**config.mk**
```make
export PLATFORM = sky130hd
export DESIGN_NAME = mipi_loopback_ctrl_flat
export DESIGN_NICKNAME = d
export VERILOG_FILES = /design/src/rtl/mipi_loopback_ctrl_if.sv /design/src/rtl/mipi_loopback_ctrl.sv /design/src/flat_wrapper.sv
export SDC_FILE = /design/constraint.sdc
export NUM_CORES = 1
export LEC_CHECK = 0
export ABC_AREA = 1
export BUFFER_PORTS_ARGS = -buffer_cell sky130_fd_sc_hd__buf_2
export CAP_MARGIN = 20
export CELL_PAD_IN_SITES_DETAIL_PLACEMENT = 1
export CELL_PAD_IN_SITES_GLOBAL_PLACEMENT = 1
export CORE_ASPECT_RATIO = 1.5
export CORE_UTILIZATION = 36
export DETAILED_ROUTE_END_ITERATION = 8
export HOLD_SLACK_MARGIN = 0.1
export PLACE_DENSITY = 0.87
export SLEW_MARGIN = 20
export SYNTH_ARGS = -nofsm -noshare
export SYNTH_HDL_FRONTEND = slang
export SYNTH_SLANG_ARGS = --single-unit
```
**constraint.sdc**
```tcl
create_clock -name rx_pixel_clk -period 2.1 [get_ports rx_pixel_clk]
set_input_delay 0.105 -clock rx_pixel_clk [delete_from_list [all_inputs] [get_ports rx_pixel_clk]]
set_output_delay 0.105 -clock rx_pixel_clk [all_outputs]
set_load 0.03 [all_outputs]
```
**src/rtl/mipi_loopback_ctrl_if.sv**
```systemverilog
// RX pixel stream in, gated TX pixel stream out, for the MIPI loopback sequencer.
// There is no backpressure: an RX beat is taken on every cycle rx_valid is high, and TX must accept every beat.
interface mipi_loopback_ctrl_if;
    logic        rx_valid;
    logic        rx_hsync;
    logic        rx_vsync;
    logic [63:0] rx_data;
    logic [17:0] rx_error;
    logic        tx_valid;
    logic        tx_hsync;
    logic        tx_vsync;
    logic [63:0] tx_data;

    modport slave (
        input  rx_valid, rx_hsync, rx_vsync, rx_data, rx_error,
        output tx_valid, tx_hsync, tx_vsync, tx_data
    );

    modport master (
        output rx_valid, rx_hsync, rx_vsync, rx_data, rx_error,
        input  tx_valid, tx_hsync, tx_vsync, tx_data
    );
endinterface

```
**src/rtl/mipi_loopback_ctrl.sv**
```systemverilog
// MIPI RX->TX loopback sequencer: ordered reset release, frame-aligned forwarding, 2-cycle pipe.
// Define MIPI_LB_ERR_RECOVERY_EN to enable per-frame error counting and the RECOVER state.
module mipi_loopback_ctrl #(
    parameter int PHY_RST_CYCLES  = 64,
    parameter int CORE_RST_CYCLES = 16,
`ifdef MIPI_LB_ERR_RECOVERY_EN
    parameter int ERR_THRESH      = 4,
`endif
    parameter int CLEAR_CYCLES    = 8
) (
    input  logic                 rx_pixel_clk,
    input  logic                 rst,
    input  logic                 enable,
    mipi_loopback_ctrl_if.slave  bus,
    output logic                 tx_dphy_rstn,
    output logic                 tx_rstn,
    output logic                 rx_dphy_rstn,
    output logic                 rx_rstn,
    output logic                 rx_clear,
    output logic [2:0]           state,
    output logic [15:0]          frame_cnt,
    output logic [7:0]           err_cnt,
    output logic                 led_run
);

    typedef enum logic [2:0] {
        RST_PHY    = 3'd0,
        RST_CORE   = 3'd1,
        WAIT_FRAME = 3'd2,
        RUN        = 3'd3,
        RECOVER    = 3'd4
    } state_t;

    localparam logic [15:0] PHY_LAST   = 16'(PHY_RST_CYCLES - 1);
    localparam logic [15:0] CORE_LAST  = 16'(CORE_RST_CYCLES - 1);
    localparam logic [15:0] CLEAR_LAST = 16'(CLEAR_CYCLES - 1);

    state_t      state_q, state_d;
    logic [15:0] tmr_q, tmr_d;
    logic        vsync_q;
    logic        vs_rise;
    logic        err_any;
    logic        err_trip;
    logic        fwd;
    logic [15:0] frame_cnt_q;
    logic [7:0]  err_cnt_q;
    logic        dphy_rstn_q;
    logic        core_rstn_q;
    logic        led_run_q;

    logic        valid_s1, hsync_s1, vsync_s1, fwd_s1;
    logic [63:0] data_s1;
    logic        valid_s2, hsync_s2, vsync_s2, fwd_s2;
    logic [63:0] data_s2;

    assign vs_rise = bus.rx_vsync & ~vsync_q;
    assign err_any = |bus.rx_error;

`ifdef MIPI_LB_ERR_RECOVERY_EN
    logic [7:0] frame_err_q, frame_err_d;
    logic       rx_clear_q;

    // Counts only inside RUN; held at zero elsewhere so every new RUN starts clean.
    always_comb begin
        frame_err_d = 8'd0;
        if (state_q == RUN) begin
            frame_err_d = vs_rise ? 8'd0 : frame_err_q;
            if (err_any && frame_err_d != 8'hff) begin
                frame_err_d = frame_err_d + 8'd1;
            end
        end
    end

    assign err_trip = (state_q == RUN) && err_any && (frame_err_d == 8'(ERR_THRESH));

    always_ff @(posedge rx_pixel_clk) begin
        if (rst) begin
            frame_err_q <= 8'd0;
            rx_clear_q  <= 1'b0;
        end else begin
            frame_err_q <= frame_err_d;
            rx_clear_q  <= (state_d == RECOVER);
        end
    end

    assign rx_clear = rx_clear_q;
`else
    assign err_trip = 1'b0;
    assign rx_clear = 1'b0;
`endif

    // Next state and forwarding decision for the beat presented this cycle.
    always_comb begin
        state_d = state_q;
        tmr_d   = tmr_q + 16'd1;
        fwd     = 1'b0;
        unique case (state_q)
            RST_PHY: begin
                if (tmr_q == PHY_LAST) begin
                    state_d = RST_CORE;
                    tmr_d   = 16'd0;
                end
            end
            RST_CORE: begin
                if (tmr_q == CORE_LAST) begin
                    state_d = WAIT_FRAME;
                    tmr_d   = 16'd0;
                end
            end
            WAIT_FRAME: begin
                tmr_d = 16'd0;
                if (vs_rise && enable) begin
                    state_d = RUN;
                    fwd     = 1'b1;
                end
            end
            RUN: begin
                tmr_d = 16'd0;
                if (err_trip) begin
                    state_d = RECOVER;
                end else if (vs_rise && !enable) begin
                    state_d = WAIT_FRAME;
                end else begin
                    fwd = 1'b1;
                end
            end
            RECOVER: begin
                if (tmr_q == CLEAR_LAST) begin
                    state_d = WAIT_FRAME;
                    tmr_d   = 16'd0;
                end
            end
            default: begin
                state_d = RST_PHY;
                tmr_d   = 16'd0;
            end
        endcase
    end

    always_ff @(posedge rx_pixel_clk) begin
        if (rst) begin
            state_q     <= RST_PHY;
            tmr_q       <= 16'd0;
            vsync_q     <= 1'b0;
            frame_cnt_q <= 16'd0;
            err_cnt_q   <= 8'd0;
            dphy_rstn_q <= 1'b0;
            core_rstn_q <= 1'b0;
            led_run_q   <= 1'b0;
        end else begin
            state_q     <= state_d;
            tmr_q       <= tmr_d;
            vsync_q     <= bus.rx_vsync;
            if (fwd && vs_rise) begin
                frame_cnt_q <= frame_cnt_q + 16'd1;
            end
            if (err_any && err_cnt_q != 8'hff) begin
                err_cnt_q <= err_cnt_q + 8'd1;
            end
            // Registered from the next state so reset lines into the PHYs never glitch.
            dphy_rstn_q <= (state_d != RST_PHY);
            core_rstn_q <= (state_d != RST_PHY) && (state_d != RST_CORE);
            led_run_q   <= (state_d == RUN);
        end
    end

    always_ff @(posedge rx_pixel_clk) begin
        if (rst) begin
            valid_s1 <= 1'b0;
            hsync_s1 <= 1'b0;
            vsync_s1 <= 1'b0;
            fwd_s1   <= 1'b0;
            data_s1  <= 64'd0;
            valid_s2 <= 1'b0;
            hsync_s2 <= 1'b0;
            vsync_s2 <= 1'b0;
            fwd_s2   <= 1'b0;
            data_s2  <= 64'd0;
        end else begin
            valid_s1 <= bus.rx_valid;
            hsync_s1 <= bus.rx_hsync;
            vsync_s1 <= bus.rx_vsync;
            fwd_s1   <= fwd;
            data_s1  <= bus.rx_data;
            valid_s2 <= valid_s1;
            hsync_s2 <= hsync_s1;
            vsync_s2 <= vsync_s1;
            fwd_s2   <= fwd_s1;
            data_s2  <= data_s1;
        end
    end

    assign bus.tx_valid = valid_s2 & fwd_s2;
    assign bus.tx_hsync = hsync_s2 & fwd_s2;
    assign bus.tx_vsync = vsync_s2 & fwd_s2;
    assign bus.tx_data  = data_s2;

    assign tx_dphy_rstn = dphy_rstn_q;
    assign rx_dphy_rstn = dphy_rstn_q;
    assign tx_rstn      = core_rstn_q;
    assign rx_rstn      = core_rstn_q;
    assign state        = state_q;
    assign frame_cnt    = frame_cnt_q;
    assign err_cnt      = err_cnt_q;
    assign led_run      = led_run_q;

endmodule

```
**src/flat_wrapper.sv**
```systemverilog
// flat-port wrapper written by rule: the top's interface ports become plain ports
module mipi_loopback_ctrl_flat 
#(
    parameter int PHY_RST_CYCLES  = 64,
    parameter int CORE_RST_CYCLES = 16,

    parameter int CLEAR_CYCLES    = 8
)
  (rx_pixel_clk, rst, enable, tx_dphy_rstn, tx_rstn, rx_dphy_rstn, rx_rstn, rx_clear, state, frame_cnt, err_cnt, led_run, bus_rx_valid, bus_rx_hsync, bus_rx_vsync, bus_rx_data, bus_rx_error, bus_tx_valid, bus_tx_hsync, bus_tx_vsync, bus_tx_data);
  mipi_loopback_ctrl_if bus_i ();
  input  logic rx_pixel_clk;
  input  logic rst;
  input  logic enable;
  output logic tx_dphy_rstn;
  output logic tx_rstn;
  output logic rx_dphy_rstn;
  output logic rx_rstn;
  output logic rx_clear;
  output logic [2:0] state;
  output logic [15:0] frame_cnt;
  output logic [7:0] err_cnt;
  output logic led_run;
  input wire logic [$bits(bus_i.rx_valid)-1:0] bus_rx_valid;
  input wire logic [$bits(bus_i.rx_hsync)-1:0] bus_rx_hsync;
  input wire logic [$bits(bus_i.rx_vsync)-1:0] bus_rx_vsync;
  input wire logic [$bits(bus_i.rx_data)-1:0] bus_rx_data;
  input wire logic [$bits(bus_i.rx_error)-1:0] bus_rx_error;
  output wire logic [$bits(bus_i.tx_valid)-1:0] bus_tx_valid;
  output wire logic [$bits(bus_i.tx_hsync)-1:0] bus_tx_hsync;
  output wire logic [$bits(bus_i.tx_vsync)-1:0] bus_tx_vsync;
  output wire logic [$bits(bus_i.tx_data)-1:0] bus_tx_data;
  assign bus_i.rx_valid = bus_rx_valid;
  assign bus_i.rx_hsync = bus_rx_hsync;
  assign bus_i.rx_vsync = bus_rx_vsync;
  assign bus_i.rx_data = bus_rx_data;
  assign bus_i.rx_error = bus_rx_error;
  assign bus_tx_valid = bus_i.tx_valid;
  assign bus_tx_hsync = bus_i.tx_hsync;
  assign bus_tx_vsync = bus_i.tx_vsync;
  assign bus_tx_data = bus_i.tx_data;
  mipi_loopback_ctrl #(.PHY_RST_CYCLES(PHY_RST_CYCLES), .CORE_RST_CYCLES(CORE_RST_CYCLES), .CLEAR_CYCLES(CLEAR_CYCLES)) u_core (.rx_pixel_clk(rx_pixel_clk), .rst(rst), .enable(enable), .bus(bus_i), .tx_dphy_rstn(tx_dphy_rstn), .tx_rstn(tx_rstn), .rx_dphy_rstn(rx_dphy_rstn), .rx_rstn(rx_rstn), .rx_clear(rx_clear), .state(state), .frame_cnt(frame_cnt), .err_cnt(err_cnt), .led_run(led_run));
endmodule
```
==> results.md <==
* Die area at around 18000 um^2
* Routing usage on met2 at 43.6%
* Remaining DRCs at 0
* Skew-Pair Late Insertion Delay at ~0.42 ns
* DP HPWL at approximately 12000 um
* Synth area leaders: dfxtp_1, nor2_1, inv_1
* RSZ-0062 raised after global routing: no
* Global route overflow at 0
* RePlAce Congestion at roughly 0.86
* Design Area, Final at roughly 8800 um^2
* Detailed Routing Iterations Pass 1 at 4
* Cell count after synthesis at 784
* Die span in x at between 100 and 150 um
* Initial antenna violation count at 0
* Hold Path End: u_core.led_run
* P&R area growth vs syn at 41.1%
* Placed cells at between 1000 and 1500
* GR peak layer: met2
* Hold Crit Class: in2reg
* Final Setup Violations at 0
* Vias in the first global route at slightly above 6000
* Clock skew at between 0.01 and 0.015 ns
* Setup crit start kind: flop
* Power Density at ~850 nW/um^2
* Lkg Pwr at 0.00454 uW
* Layout cell share with drive strength beyond 1 at roughly 22%
* Wire per inst at approximately 15 um
* Ys flop type: dfxtp_1
* Clock transition at path regs at around 0.070 ns
* H-tree Lvls at 4
* Synth top area share at around 59%
* Area after DPL at between 7000 and 8000 um^2
* Count of different cell masters after synthesis at 30
* FFs w/ async S/R, synth at 0%
* Worst EP arrival at around 2.0 ns
* CP Cell Sequence: ha_1 > inv_1 > nor3_4 > nand3_1 > nand2_1 > nand3_2 > nand2_2 > nor2_1
* Hold Path Depth at 3
* Pin count of the biggest net entering global routing at 91
* Max stage delay on crit path at 0.34 ns
* Ports at around 190
* Root Driver: clkbuf_16
* Period utilization at 79.5%
* Status: finished clean
* Netlist Area Pre-Place at 6230 um^2
* # resized after CTS at 0
* Mapped Nets at ~900
* Via count at around 5700
* R2R Setup Slk at roughly 0.43 ns
* Crit Path Max Fanout at 12
* Sequential area share after synthesis at between 50% and 60%
* Reg2reg path depth at 8
* Syn Area/Cell at between 7 and 8 um^2
* Inserted Clock Buffers at 17
* Worst Hold Launch: enable
* Core Region at ~17000 um^2
* #FFs+latches synth at approximately 180
* CTS tree: done
* DP Worst Slack at ~0.45 ns
* Fin. Hold Viols at 0
* Slew Limit Fails at 0
* Fmax at approximately 600 MHz
* Final WS setup at roughly 0.43 ns
* CP Data Required Time at approximately 2.4 ns
* Post-Route WL at 19400 um
* First-pass GRT wire length at 30400 um
* Site row count at slightly below 60
* EDFF count, synth at 0
* Slowest CP cell: dfxtp_1
* Clock sinks at roughly 180
* Clock buffer depth at 2
* Reg2reg start: u_core.tmr_q[1]
* Grt met3 use at 4.67%
* Warnings, synthesis at 0
* Initial Util at 37.0%
* Vias/cell at 4.50
* Setup TNS at 0 ns
* ANT nets after route at 0
* CP endpoint kind: flop
* Maximum VDD drop at between 0.4 and 0.5 mV
* Initial drt markers at approximately 140
* Minimum clock period at 1.67 ns
* Die height at roughly 160 um
* GRT Resource Usage Total at 22.5%
* Most common cell in the synthesized netlist: nor2_1
* Crit Path Category: reg2reg
* Max Cap Viol at 0
* Worst r2r dst: u_core.tmr_q[7]
* N_diodes at 0
* Port bufs at about 190
* Fin cells at 1276
* Cell taking the most area after synthesis: dfxtp_1
* Layout Nets at between 1000 and 1500
* Met1 Resource Use GR at a little over a fifth
* Most frequent cells after synthesis: nor2_1, dfxtp_1, inv_1
==> where the power goes <==
group	internal [uW]	switching (uW)	leakage [uW]
Clock	1720	1540	0.000293
Sequential	3580	49.3	0.00150
Combinational	261	348	0.00275
==> worst max-delay path: cells and delay by family, from the launching register on <==
family | cells | cell delay [ns]
simple gates | 6 | 0.87
flops | 1 | 0.34
fa+ha+maj | 1 | 0.25
buf+inv | 1 | 0.10
==> timing repair <==
action                                 4_1_cts  5_1_grt
endpoints found under the hold margin       75        0
hold buffers                                83        0
buffers inserted                             0        0
==> how the worst max path moves through the flow <==
stage / start / slack (ns) / to / depth (start not counted)
detailed placement: u_core.tmr_q[0] / 0.45 / u_core.tmr_q[9] / 8
finish: u_core.tmr_q[1] / 0.43 / u_core.tmr_q[7] / 8
global route: u_core.tmr_q[1] / 0.24 / u_core.tmr_q[14] / 8
global placement: u_core.tmr_q[0] / 0.51 / u_core.tmr_q[9] / 8
CTS: u_core.tmr_q[1] / 0.42 / u_core.tmr_q[14] / 8
floorplan: u_core.err_cnt[0] / 0.49 / u_core.err_cnt[1] / 8
==> metal layers <==
layer | wire [um] | share of wire, % | up-vias
met3 | 876 | 4.5 | 56
met2 | 10900 | 56 | 165
met1 | 6720 | 35 | 2713
met5 | 0 | 0 | -
li1 | - | - | 2809
met4 | 880 | 4.5 | 0
==> placed cells by master (no fill, tap or decap), types with 2 or more instances in the layout <==
| cell | Yosys | layout |
|---|---|---|
| a21oi_1 | 20 | 20 |
| and3_1 | 2 | 2 |
| buf_2 | 9 | 185 |
| buf_4 | 3 | 3 |
| clkbuf_16 | 0 | 17 |
| clkinv_8 | 0 | 4 |
| clkinvlp_4 | 0 | 2 |
| dfxtp_1 | 182 | 182 |
| dlygate4sd3_1 | 0 | 83 |
| ha_1 | 3 | 3 |
| inv_1 | 179 | 179 |
| inv_2 | 2 | 2 |
| inv_6 | 0 | 3 |
| inv_8 | 0 | 4 |
| nand2_1 | 80 | 80 |
| nand2_2 | 4 | 4 |
| nand3_1 | 30 | 30 |
| nand3_2 | 3 | 3 |
| nand4_1 | 7 | 7 |
| nor2_1 | 207 | 207 |
| nor2_2 | 3 | 3 |
| nor3_1 | 4 | 4 |
| o21ai_0 | 9 | 9 |
| xnor2_1 | 9 | 9 |
| xor2_1 | 9 | 9 |
==> final cells by class <==
cell class | count | area [um^2]
Sequential cell | 182 | 3640
Tap cell | 210 | 263
Clock inverter | 15 | 186
Fill cell | 2081 | 8050
Inverter | 181 | 679
Timing Repair Buffer | 272 | 1800
Clock buffer | 17 | 425
Multi-Input combinational cell | 399 | 1790
==> cell families after synthesis <==
kind of cell | count (synthesis) | synth area share (%)
flops | 182 | 58.5
other cells | 1 | 0.0602
fa+ha+maj | 3 | 0.603
simple gates | 344 | 22.8
xor+xnor | 18 | 2.53
compound gates | 33 | 2.79
buf+inv | 203 | 12.7
==> metrics by stage <==
stage          hold slack, ns  power [uW]  utilization (%)
2_1_floorplan           0.212        3970                -
6_report                0.116        7490             52.2
3_5_place_dp            0.313        4170             43.6
5_1_grt                 0.169        7780             52.2
3_3_place_gp            0.304        4140             43.6
4_1_cts                 0.115        7520             52.2
==> sequential cells by signal (all words and copies together) (netlist names), 3 cells and up <==
| name | cells |
|---|---|
| u_core.bus.tx_data | 64 |
| u_core.data_s1 | 64 |
| u_core.err_cnt | 8 |
| u_core.frame_cnt | 16 |
| u_core.state | 3 |
| u_core.tmr_q | 16 |
(Power assumes the default switching activity.)
